File: config.mk
export PLATFORM = sky130hd
export DESIGN_NAME = logic_clock_domain_crossing_generic_read_flat
export DESIGN_NICKNAME = d
export VERILOG_FILES = /design/src/rtl/logic_clock_domain_crossing_generic_read_pkg.sv /design/src/rtl/logic_clock_domain_crossing_generic_read_if.sv /design/src/rtl/logic_clock_domain_crossing_generic_read_buffer.sv /design/src/rtl/logic_clock_domain_crossing_generic_read.sv /design/src/flat_wrapper.sv
export SDC_FILE = /design/constraint.sdc
export NUM_CORES = 1
export LEC_CHECK = 0
export CORE_ASPECT_RATIO = 0.75
export CORE_MARGIN = 1
export CORE_UTILIZATION = 25
export CTS_CLUSTER_DIAMETER = 80
export DETAILED_ROUTE_END_ITERATION = 10
export GPL_TIMING_DRIVEN = 1
export PLACE_DENSITY = 0.4
export SYNTH_ARGS = -nofsm -noshare
export SYNTH_HDL_FRONTEND = slang
export SYNTH_HIERARCHICAL = 1
export SYNTH_SLANG_ARGS = --single-unit
File: constraint.sdc
create_clock -name rx_aclk -period 3.46 [get_ports rx_aclk]
set_input_delay 0.346 -clock rx_aclk [delete_from_list [all_inputs] [get_ports rx_aclk]]
set_output_delay 0.346 -clock rx_aclk [all_outputs]
set_load 0.1 [all_outputs]
File: src/rtl/logic_clock_domain_crossing_generic_read_pkg.sv
// -----------------------------------------------------------------------------
// logic_clock_domain_crossing_pkg
// Shared constants and types for the read half of the generic dual-clock FIFO.
//   MIN_ADDRESS_WIDTH   : smallest legal pointer width
//   OUTPUT_BUFFER_DEPTH : entries in the read-side output buffer
//   count_t             : output buffer occupancy (0..2)
//   buffer_demand()     : committed buffer slots once this cycle resolves
// -----------------------------------------------------------------------------
package logic_clock_domain_crossing_pkg;

  localparam int MIN_ADDRESS_WIDTH   = 3;
  localparam int OUTPUT_BUFFER_DEPTH = 2;

  typedef logic [1:0] count_t;

  // Words held plus the word coming back from memory, minus the word leaving.
  // Widened to 3 bits so the subtraction can never wrap.
  function automatic logic [2:0] buffer_demand(input count_t count,
                                               input logic   inflight,
                                               input logic   pop);
    return {1'b0, count} + {2'b00, inflight} - {2'b00, pop};
  endfunction

endpackage

File: src/rtl/logic_clock_domain_crossing_generic_read_if.sv
// -----------------------------------------------------------------------------
// logic_clock_domain_crossing_generic_read_if
// Bundles the read block's stream output, memory read port and the
// synchronized write pointer.
//   master : the read block (drives tx_tvalid/tx_tdata, read_enable/read_pointer)
//   slave  : downstream sink, memory and write-pointer synchronizer
// -----------------------------------------------------------------------------
interface logic_clock_domain_crossing_generic_read_if #(
  parameter int DATA_WIDTH    = 1,
  parameter int ADDRESS_WIDTH = 3
);
  logic                     tx_tvalid;
  logic [DATA_WIDTH-1:0]    tx_tdata;
  logic                     tx_tready;
  logic                     read_enable;
  logic [ADDRESS_WIDTH-1:0] read_pointer;
  logic [DATA_WIDTH-1:0]    read_data;
  logic [ADDRESS_WIDTH-1:0] write_pointer_synced;

  modport master (
    output tx_tvalid, tx_tdata, read_enable, read_pointer,
    input  tx_tready, read_data, write_pointer_synced
  );

  modport slave (
    input  tx_tvalid, tx_tdata, read_enable, read_pointer,
    output tx_tready, read_data, write_pointer_synced
  );
endinterface

File: src/rtl/logic_clock_domain_crossing_generic_read_buffer.sv
// -----------------------------------------------------------------------------
// logic_clock_domain_crossing_generic_read_buffer
// Two-entry FIFO-ordered output buffer with registered valid/data.
//   rx_aclk, rx_areset_n : clock, asynchronous active-low reset
//   push, push_data      : word returned by memory this cycle
//   count                : occupancy 0..2
//   tx_tvalid, tx_tdata  : head of buffer (registered)
//   tx_tready            : downstream accept
// Storage is deliberately left unreset; only occupancy and valid clear.
// -----------------------------------------------------------------------------
module logic_clock_domain_crossing_generic_read_buffer
  import logic_clock_domain_crossing_pkg::*;
#(
  parameter int DATA_WIDTH = 1
) (
  input  logic                  rx_aclk,
  input  logic                  rx_areset_n,
  input  logic                  push,
  input  logic [DATA_WIDTH-1:0] push_data,
  output count_t                count,
  output logic                  tx_tvalid,
  output logic [DATA_WIDTH-1:0] tx_tdata,
  input  logic                  tx_tready
);

  count_t                count_r;
  count_t                count_next_s;
  logic                  valid_r;
  logic                  pop_s;
  logic [DATA_WIDTH-1:0] head_r;
  logic [DATA_WIDTH-1:0] tail_r;

  assign pop_s = valid_r && tx_tready;

  // Next occupancy from push/pop; simultaneous push and pop leaves it unchanged.
  always_comb begin
    count_next_s = count_r;
    case ({push, pop_s})
      2'b10:   count_next_s = count_r + 2'd1;
      2'b01:   count_next_s = count_r - 2'd1;
      default: count_next_s = count_r;
    endcase
  end

  // Occupancy and output valid, cleared asynchronously.
  always_ff @(posedge rx_aclk or negedge rx_areset_n) begin
    if (!rx_areset_n) begin
      count_r <= 2'd0;
      valid_r <= 1'b0;
    end else begin
      count_r <= count_next_s;
      valid_r <= (count_next_s != 2'd0);
    end
  end

  // Entry storage: head is always the oldest word, tail the second.
  always_ff @(posedge rx_aclk) begin
    case ({push, pop_s})
      2'b10: begin
        if (count_r == 2'd0) begin
          head_r <= push_data;
        end else begin
          tail_r <= push_data;
        end
      end
      2'b01: head_r <= tail_r;
      2'b11: begin
        if (count_r == 2'd1) begin
          head_r <= push_data;
        end else begin
          head_r <= tail_r;
          tail_r <= push_data;
        end
      end
      default: begin
        head_r <= head_r;
      end
    endcase
  end

  assign count     = count_r;
  assign tx_tvalid = valid_r;
  assign tx_tdata  = head_r;

endmodule

File: src/rtl/logic_clock_domain_crossing_generic_read.sv
// -----------------------------------------------------------------------------
// logic_clock_domain_crossing_generic_read
// Read-side half of the generic dual-clock FIFO. Compares the synchronized
// write pointer with its own read pointer, issues memory reads and streams
// the returned words out through a 2-entry buffer that hides the 1-cycle
// memory latency.
//   rx_aclk     : read-domain clock
//   rx_areset_n : asynchronous active-low reset
//   rd_if       : master modport (tx stream, memory read port, write pointer)
// Optional build macro LOGIC_CLOCK_DOMAIN_CROSSING_GENERIC_READ_ASSERTIONS_EN
// instantiates OVL fatal checkers; without it no checker logic exists.
// -----------------------------------------------------------------------------
module logic_clock_domain_crossing_generic_read
  import logic_clock_domain_crossing_pkg::*;
#(
  parameter int DATA_WIDTH    = 1,
  parameter int ADDRESS_WIDTH = 3
) (
  input logic rx_aclk,
  input logic rx_areset_n,
  logic_clock_domain_crossing_generic_read_if.master rd_if
);

  if (ADDRESS_WIDTH < MIN_ADDRESS_WIDTH) begin : g_drc_address_width
    $error("ADDRESS_WIDTH must be at least %0d", MIN_ADDRESS_WIDTH);
  end

  logic [ADDRESS_WIDTH-1:0] difference_r;
  logic [ADDRESS_WIDTH-1:0] read_pointer_r;
  logic [ADDRESS_WIDTH-1:0] read_advance_s;
  logic                     inflight_r;
  logic                     pop_s;
  logic                     empty_s;
  logic                     read_enable_s;
  logic [2:0]               demand_s;
  count_t                   count_s;

  assign pop_s          = rd_if.tx_tvalid && rd_if.tx_tready;
  assign empty_s        = (difference_r == {ADDRESS_WIDTH{1'b0}});
  assign demand_s       = buffer_demand(count_s, inflight_r, pop_s);
  assign read_advance_s = {{(ADDRESS_WIDTH-1){1'b0}}, read_enable_s};

  // Issue a read only when a word is available and a buffer slot is free
  // once the in-flight word lands and any pop this cycle completes.
  always_comb begin
    read_enable_s = 1'b0;
    if (!empty_s && (demand_s < 3'(OUTPUT_BUFFER_DEPTH))) begin
      read_enable_s = 1'b1;
    end else begin
      read_enable_s = 1'b0;
    end
  end

  // Pointer, available-word count and memory latency tracking.
  // difference already accounts for the read issued this cycle, so a lagging
  // write pointer can only delay reads, never cause one past the writer.
  always_ff @(posedge rx_aclk or negedge rx_areset_n) begin
    if (!rx_areset_n) begin
      difference_r   <= {ADDRESS_WIDTH{1'b0}};
      read_pointer_r <= {ADDRESS_WIDTH{1'b0}};
      inflight_r     <= 1'b0;
    end else begin
      difference_r   <= rd_if.write_pointer_synced - (read_pointer_r + read_advance_s);
      read_pointer_r <= read_pointer_r + read_advance_s;
      inflight_r     <= read_enable_s;
    end
  end

  assign rd_if.read_enable  = read_enable_s;
  assign rd_if.read_pointer = read_pointer_r;

  logic_clock_domain_crossing_generic_read_buffer #(
    .DATA_WIDTH (DATA_WIDTH)
  ) u_buffer (
    .rx_aclk     (rx_aclk),
    .rx_areset_n (rx_areset_n),
    .push        (inflight_r),
    .push_data   (rd_if.read_data),
    .count       (count_s),
    .tx_tvalid   (rd_if.tx_tvalid),
    .tx_tdata    (rd_if.tx_tdata),
    .tx_tready   (rd_if.tx_tready)
  );

`ifdef LOGIC_CLOCK_DOMAIN_CROSSING_GENERIC_READ_ASSERTIONS_EN
  localparam int OVL_SEVERITY_FATAL = 32'sd0;

  logic [ADDRESS_WIDTH-1:0] difference_prev_r;
  logic                     hold_prev_r;
  logic [DATA_WIDTH-1:0]    tdata_prev_r;

  // Previous-cycle history for the transition checkers.
  always_ff @(posedge rx_aclk or negedge rx_areset_n) begin
    if (!rx_areset_n) begin
      difference_prev_r <= {ADDRESS_WIDTH{1'b0}};
      hold_prev_r       <= 1'b0;
      tdata_prev_r      <= {DATA_WIDTH{1'b0}};
    end else begin
      difference_prev_r <= difference_r;
      hold_prev_r       <= rd_if.tx_tvalid && !rd_if.tx_tready;
      tdata_prev_r      <= rd_if.tx_tdata;
    end
  end

  ovl_always #(.severity_level(OVL_SEVERITY_FATAL), .msg("difference underflow")) u_chk_underflow (
    .clock(rx_aclk), .reset(rx_areset_n), .enable(1'b1),
    .test_expr(!((difference_prev_r == {ADDRESS_WIDTH{1'b0}}) &&
                 (difference_r == {ADDRESS_WIDTH{1'b1}}))),
    .fire());

  ovl_always #(.severity_level(OVL_SEVERITY_FATAL), .msg("buffer count above 2")) u_chk_count (
    .clock(rx_aclk), .reset(rx_areset_n), .enable(1'b1),
    .test_expr(count_s <= 2'(OUTPUT_BUFFER_DEPTH)),
    .fire());

  ovl_always #(.severity_level(OVL_SEVERITY_FATAL), .msg("tx_tdata changed under backpressure")) u_chk_stable (
    .clock(rx_aclk), .reset(rx_areset_n), .enable(1'b1),
    .test_expr(!hold_prev_r || (rd_if.tx_tvalid && (rd_if.tx_tdata == tdata_prev_r))),
    .fire());
`endif

endmodule

File: src/flat_wrapper.sv
// flat-port wrapper written by rule: the top's interface ports become plain ports
module logic_clock_domain_crossing_generic_read_flat import logic_clock_domain_crossing_pkg::*;
#(
  parameter int DATA_WIDTH    = 1,
  parameter int ADDRESS_WIDTH = 3
)
  (rx_aclk, rx_areset_n, rd_if_tx_tvalid, rd_if_tx_tdata, rd_if_read_enable, rd_if_read_pointer, rd_if_tx_tready, rd_if_read_data, rd_if_write_pointer_synced);
  logic_clock_domain_crossing_generic_read_if #(.DATA_WIDTH(DATA_WIDTH), .ADDRESS_WIDTH(ADDRESS_WIDTH)) rd_if_i ();
  input logic rx_aclk;
  input logic rx_areset_n;
  output wire logic [$bits(rd_if_i.tx_tvalid)-1:0] rd_if_tx_tvalid;
  output wire logic [$bits(rd_if_i.tx_tdata)-1:0] rd_if_tx_tdata;
  output wire logic [$bits(rd_if_i.read_enable)-1:0] rd_if_read_enable;
  output wire logic [$bits(rd_if_i.read_pointer)-1:0] rd_if_read_pointer;
  input wire logic [$bits(rd_if_i.tx_tready)-1:0] rd_if_tx_tready;
  input wire logic [$bits(rd_if_i.read_data)-1:0] rd_if_read_data;
  input wire logic [$bits(rd_if_i.write_pointer_synced)-1:0] rd_if_write_pointer_synced;
  assign rd_if_tx_tvalid = rd_if_i.tx_tvalid;
  assign rd_if_tx_tdata = rd_if_i.tx_tdata;
  assign rd_if_read_enable = rd_if_i.read_enable;
  assign rd_if_read_pointer = rd_if_i.read_pointer;
  assign rd_if_i.tx_tready = rd_if_tx_tready;
  assign rd_if_i.read_data = rd_if_read_data;
  assign rd_if_i.write_pointer_synced = rd_if_write_pointer_synced;
  logic_clock_domain_crossing_generic_read #(.DATA_WIDTH(DATA_WIDTH), .ADDRESS_WIDTH(ADDRESS_WIDTH)) u_core (.rx_aclk(rx_aclk), .rx_areset_n(rx_areset_n), .rd_if(rd_if_i));
endmodule
Word-level counts from Yosys, hierarchy flattened
Index checks and enable logic that the tools add are counted.

storage, ports and cells
  flip-flop bits (word level) = 12
  input port bits = 7
  word-level logic and storage cells = 39

operators by class
  add/subtract/negate cells = 6
  magnitude comparators = 1
  equality and inequality tests = 7
  muxes and demuxes = 8
  reduce and logical (&&, ||, !) cells = 10

operators by type and width
  kind                                                                          number
  2-bit inequality test, second input constant                                  3
  1-bit 2-to-1 mux                                                              5
  2-bit by 1-bit equality test with 1-bit output, second input constant         2
  2-bit equality test, second input constant                                    2
  2-bit one-hot mux with 2 select lines                                         1
  2-bit nonzero test                                                            2
  2-bit by 1-bit adder with 3-bit output                                        1
  3-bit by 1-bit adder with 3-bit output                                        1
  3-bit logical NOT                                                             1
  3-bit by 2-bit less-than comparator with 1-bit output, second input constant  1
  1-bit one-hot mux with 3 select lines                                         1
  3-bit AND reduction                                                           1
  3-bit nonzero test                                                            1
  3-bit by 1-bit subtractor with 3-bit output                                   1
  3-bit subtractor                                                              1
  2-bit by 1-bit adder with 2-bit output, second input constant                 1
  1-bit logical AND                                                             2
  2-bit logical NOT                                                             1
  1-bit one-hot mux with 2 select lines                                         1
  2-bit AND reduction                                                           1
  2-bit by 1-bit subtractor with 2-bit output, second input constant            1
  1-bit logical NOT                                                             1

Depth between registers and ports, before layout
  depth after elaboration = 7
  mapped depth = 11

Hierarchy
The synthesis kept the hierarchy.

by module, submodules not included
  module                                           instances  cells each  area an instance (µm²)  sequential area each (µm²)
  logic_clock_domain_crossing_generic_read_buffer  1          34          355.3                   135.1
  logic_clock_domain_crossing_generic_read         1          25          349.1                   175.2

Least setup slack after synthesis
No wires, ideal clock.

  path kind = flip-flop to flip-flop
  from = register u_core.u_buffer.valid_r (netlist: u_core/u_buffer/tx_tvalid)
  to = register u_core.difference_r[2]
  library setup time = 0.125 ns
  data arrival time = 4.079 ns
  path slack = -0.743 ns
  stages on the path, launching flop included = 12
  path through = dfrtp_1 > and2_1 > ha_1 > nand2b_1 > fa_1 > xnor2_1 > o311a_1 > ha_1 > ha_1 > fa_1 > xnor2_1 > xnor2_1

between the ends
  cells in the longest elaborated chain, start to end = 7

RTL lines
  item                                                   line                                                   RTL
  start, declared                                        logic_clock_domain_crossing_generic_read_buffer.sv:28  logic valid_r;
  start signal, assigned                                 logic_clock_domain_crossing_generic_read_buffer.sv:52  valid_r <= (count_next_s != 2'd0);
  1-bit logical AND                                      logic_clock_domain_crossing_generic_read.sv:38         assign pop_s = rd_if.tx_tvalid && rd_if.tx_tready;
  3-bit by 1-bit subtractor with 3-bit output            logic_clock_domain_crossing_generic_read_pkg.sv:21     return {1'b0, count} + {2'b00, inflight} - {2'b00, pop};
  3-bit by 2-bit less-than comparator with 1-bit output  logic_clock_domain_crossing_generic_read.sv:47         if (!empty_s && (demand_s < 3'(OUTPUT_BUFFER_DEPTH))) begin
  1-bit logical AND                                      logic_clock_domain_crossing_generic_read.sv:47
  1-bit 2-to-1 mux                                       logic_clock_domain_crossing_generic_read.sv:47
  via rd_if_read_enable                                  flat_wrapper.sv:13                                     output wire logic [$bits(rd_if_i.read_enable)-1:0] rd_if_read_enable;
  3-bit by 1-bit adder with 3-bit output                 logic_clock_domain_crossing_generic_read.sv:63         difference_r <= rd_if.write_pointer_synced - (read_pointer_r + read_advance_s);
  3-bit subtractor                                       logic_clock_domain_crossing_generic_read.sv:63
  end signal, assigned                                   logic_clock_domain_crossing_generic_read.sv:59         difference_r <= {ADDRESS_WIDTH{1'b0}};
  end signal, assigned                                   logic_clock_domain_crossing_generic_read.sv:63
  end, declared                                          logic_clock_domain_crossing_generic_read.sv:28         logic [ADDRESS_WIDTH-1:0] difference_r;

The timed path passes the listed nets, and every way through them passes these cells.
A chain may end at the register's enable or synchronous reset.

Worst setup path in the final report
  from = input rd_if_tx_tready
  to = register u_core.difference_r[2]

between the ends
  cells in the longest elaborated chain, start to end = 7

RTL lines
  item                                                   line                                                RTL
  start, declared                                        flat_wrapper.sv:15                                  input wire logic [$bits(rd_if_i.tx_tready)-1:0] rd_if_tx_tready;
  1-bit logical AND                                      logic_clock_domain_crossing_generic_read.sv:38
  3-bit by 1-bit subtractor with 3-bit output            logic_clock_domain_crossing_generic_read_pkg.sv:21
  3-bit by 2-bit less-than comparator with 1-bit output  logic_clock_domain_crossing_generic_read.sv:47
  1-bit logical AND                                      logic_clock_domain_crossing_generic_read.sv:47
  1-bit 2-to-1 mux                                       logic_clock_domain_crossing_generic_read.sv:47
  3-bit by 1-bit adder with 3-bit output                 logic_clock_domain_crossing_generic_read.sv:63
  3-bit subtractor                                       logic_clock_domain_crossing_generic_read.sv:63

Every way passes these cells.

==> impl_metrics.yaml <==
global_route:
  grtUsageMet3_pct: 3.810
  grt_pass1_wl_um: 2090
  use_met2_pct: 11.61
  grt_pass1_vias: 413
  grt_antenna_before_repair: 0
  grt.busiest_layer: "met1"
  grt_max_degree: 11
  grt-ovfl-total: 0
  grt_util_met1_pct: 14.53
  grt.total_usage_pct: 9.995
yosys:
  ys_seq_elements: 12
  ys_types: 25
  async_reset_ff_share_pct: 83.33
  yosysWarnings: 6
  netlist_top_cells_count: "dfrtp_1, ha_1, inv_1"
  synth_top_cell_by_area: "dfrtp_1"
  netlist_instances: 59
  synth.area.top_cells: "dfrtp_1, ha_1, edfxtp_1"
  synth_flop_cell: "dfrtp_1"
  yosysTopAreaCellShare_pct: 35.52
  synth_edf_count: 2
  syn-num-nets: 78
  avgSynthCellArea_um2: 11.94
  ys_seq_area_share_pct: 44.05
  netlist_area_um2: 704.4
final_layout:
  layout.nets: 95
  syn2layout_area_growth_pct: 34.46
  fillers: 272
  layout-drive-gt1-share_pct: 13.33
  num_antenna_cells: 0
clock_network:
  hold_buffers: 0
  htreeDepth: 1
  cts.clk_slew.worst_paths_ns: 0.05
  post_cts_buffers: 0
  clk_latency_ns: 0.24
  cts_tree: "built"
  cts_made_buffers: 3
  clockRootBuffer: "clkbuf_8"
  cts_resized: 0
  cts.sinks: 12
  ctsLongestPathBuffers: 2
placement:
  dpl.hpwl_um: 1040
  place_ws_ns: 0.05283
  routabilityCongestion: 0.7114
  portBuffers: 12
timing:
  fin_ws_ns: 0.3234
  tightestPinTransition_ns: 0.9725
  slew_headroom_pct: 34.97
  skew_ns: 0.001399
  setup_viol: 0
  clock.fmax_mhz: 318.8
  fin_crit_sh_pct: 90.65
  rsz0062_at_grt: "no"
  hold_viol_final: 0
  drv_slew: 0
  min_period_ns: 3.137
  whs_ns: 0.4255
  tns_ns: 0
critical_path:
  crit_chain: "clkdlybuf4s50_1, and2_1, ha_1, nand2b_1, fa_1, xnor2_1, o311a_4, ha_1, ha_1, fa_1, xnor2_1, xnor2_1"
  crit_path_end: "u_core/difference_r[2]"
  critPathLaunchType: "input pin"
  cpLargestDelayFamily: "adder cells"
  critPathArrivalTime_ns: 3.30
  critPathLaunch: "rd_if_tx_tready"
  r2r_end: "u_core/difference_r[2]"
  end_kind: "flip-flop"
  r2r_start: "u_core/u_buffer/count[0]"
  r2r_slack_ns: 0.42
  critPathKind: "input pin to flip-flop"
  path_depth: 12
  slowest_delay_ns: 0.42
  worst-path-buf-inv: 1
  cp_max_fo: 3
  cp.required_ns: 3.62
  reg2regPathDepth: 11
  critPathSlowestCell: "clkdlybuf4s50_1"
floorplan:
  initial_core_util_pct: 26.66
  fp.dieH_um: 47.97
  die_x_um: 63.30
  dieArea_um2: 3036
  rows: 16
  io_pins: 13
  fp.coreArea_um2: 2643
route:
  drt_iter0_markers: 8
  drt_wl_total_um: 1247
  ant_nets: 0
  firstDrtPassIters: 4
  drt-vias-per-instance: 3.982
  drc: 0
  vias: 442
  wl_per_cell_um: 11.23
run_status:
  outcome: "finished, final reports clean"
job:
  drv_cap: 0
hold_path:
  min_path_type: "input pin to asynchronous set/reset pin"
[metrics by stage]
| stage | cells | area [um^2] | utilization (%) |
|---|---|---|---|
| detailed placement | 107 | 892.1 | 33.76 |
| finish | 111 | 947.2 | 35.84 |
| floorplan | 59 | 716.9 | - |
| CTS | 111 | 947.2 | 35.84 |
| global placement | 107 | 892.1 | 33.76 |
| global route | 111 | 947.2 | 35.84 |
[state kept, by name, indices dropped and copies added (netlist names)]
name	flops
u_core/difference_r	3
u_core/rd_if.read_pointer	3
u_core/u_buffer/count	2
u_core/inflight_r	1
u_core/u_buffer/tail_r	1
u_core/u_buffer/tx_tdata	1
u_core/u_buffer/tx_tvalid	1
[cells in the final DEF, fill, tap and decap left out]
cell type        synthesis  layout
clkdlybuf4s50_1          0      11
edfxtp_1                 2       2
nand2b_1                 1       1
xnor2_1                  3       3
or3b_2                   1       1
a21boi_1                 1       1
o21ai_1                  1       1
dfrtp_1                 10       9
a21oi_1                  1       1
o311a_1                  2       1
ha_1                    10      10
fa_1                     2       2
mux2_1                   1       1
nor2_1                   1       1
and2_1                   1       1
inv_1                   10      10
a221o_1                  1       1
o21a_1                   1       1
nor3b_1                  1       1
o21ai_0                  1       1
clkbuf_8                 0       4
o311a_4                  0       1
a22oi_1                  1       1
dfrtp_2                  0       1
or4b_1                   1       1
xor2_2                   1       1
mux2i_1                  1       1
or2_2                    1       1
nand2_1                  3       3
buf_12                   0       1
[worst register-to-register path, cell delays in order (launching register included)]
cell,delay (ns)
dfrtp_1,0.48
inv_1,0.07
ha_1,0.29
nand2b_1,0.15
fa_1,0.37
xnor2_1,0.19
o311a_4,0.25
ha_1,0.25
ha_1,0.22
fa_1,0.38
xnor2_1,0.18
xnor2_1,0.14
[per-layer routing]
metal / vias up / wire length, um
li1: 229 / -
met1: 199 / 691
met2: 10 / 454
met3: 4 / 68
met4: 0 / 32
met5: - / 0
[worst min-delay path by stage]
stage / from / endpoint / slack (ns) / cells past startpoint
2_1_floorplan: rx_areset_n / u_core/difference_r[0] / 0.05 / 0
3_3_place_gp: u_core/rd_if.read_pointer[2] / u_core/rd_if.read_pointer[2] / 0.51 / 1
3_5_place_dp: u_core/rd_if.read_pointer[0] / u_core/rd_if.read_pointer[0] / 0.52 / 1
4_1_cts: rx_areset_n / u_core/rd_if.read_pointer[0] / 0.44 / 1
5_1_grt: rx_areset_n / u_core/rd_if.read_pointer[0] / 0.46 / 1
6_report: rx_areset_n / u_core/rd_if.read_pointer[0] / 0.43 / 1
[cell type report]
type,count,area [um^2],share of cell area [%]
multi-input combinational,37,367.9,38.84
sequential,12,311.5,32.89
timing repair buffer,12,130.1,13.74
clock buffer,4,55.05,5.812
tap,36,45.04,4.756
inverter,10,37.54,3.963
[kinds of logic (layout without fill, tap and decap cells)]
family / after synthesis / after routing / synth area share [%]
adders and majority gates: 12 / 12 / 23.45
DFF: 12 / 12 / 44.05
and+or+nand+nor: 10 / 10 / 8.528
buffers and inverters: 10 / 26 / 5.329
AOI/OAI and AO/OA: 9 / 9 / 9.591
xor gates and xnor gates: 4 / 4 / 6.040
muxes: 2 / 2 / 3.019
Power is left out: the tool's default activity adds up to more than one toggle a clock period on the data nets, which glitch-free logic cannot reach.
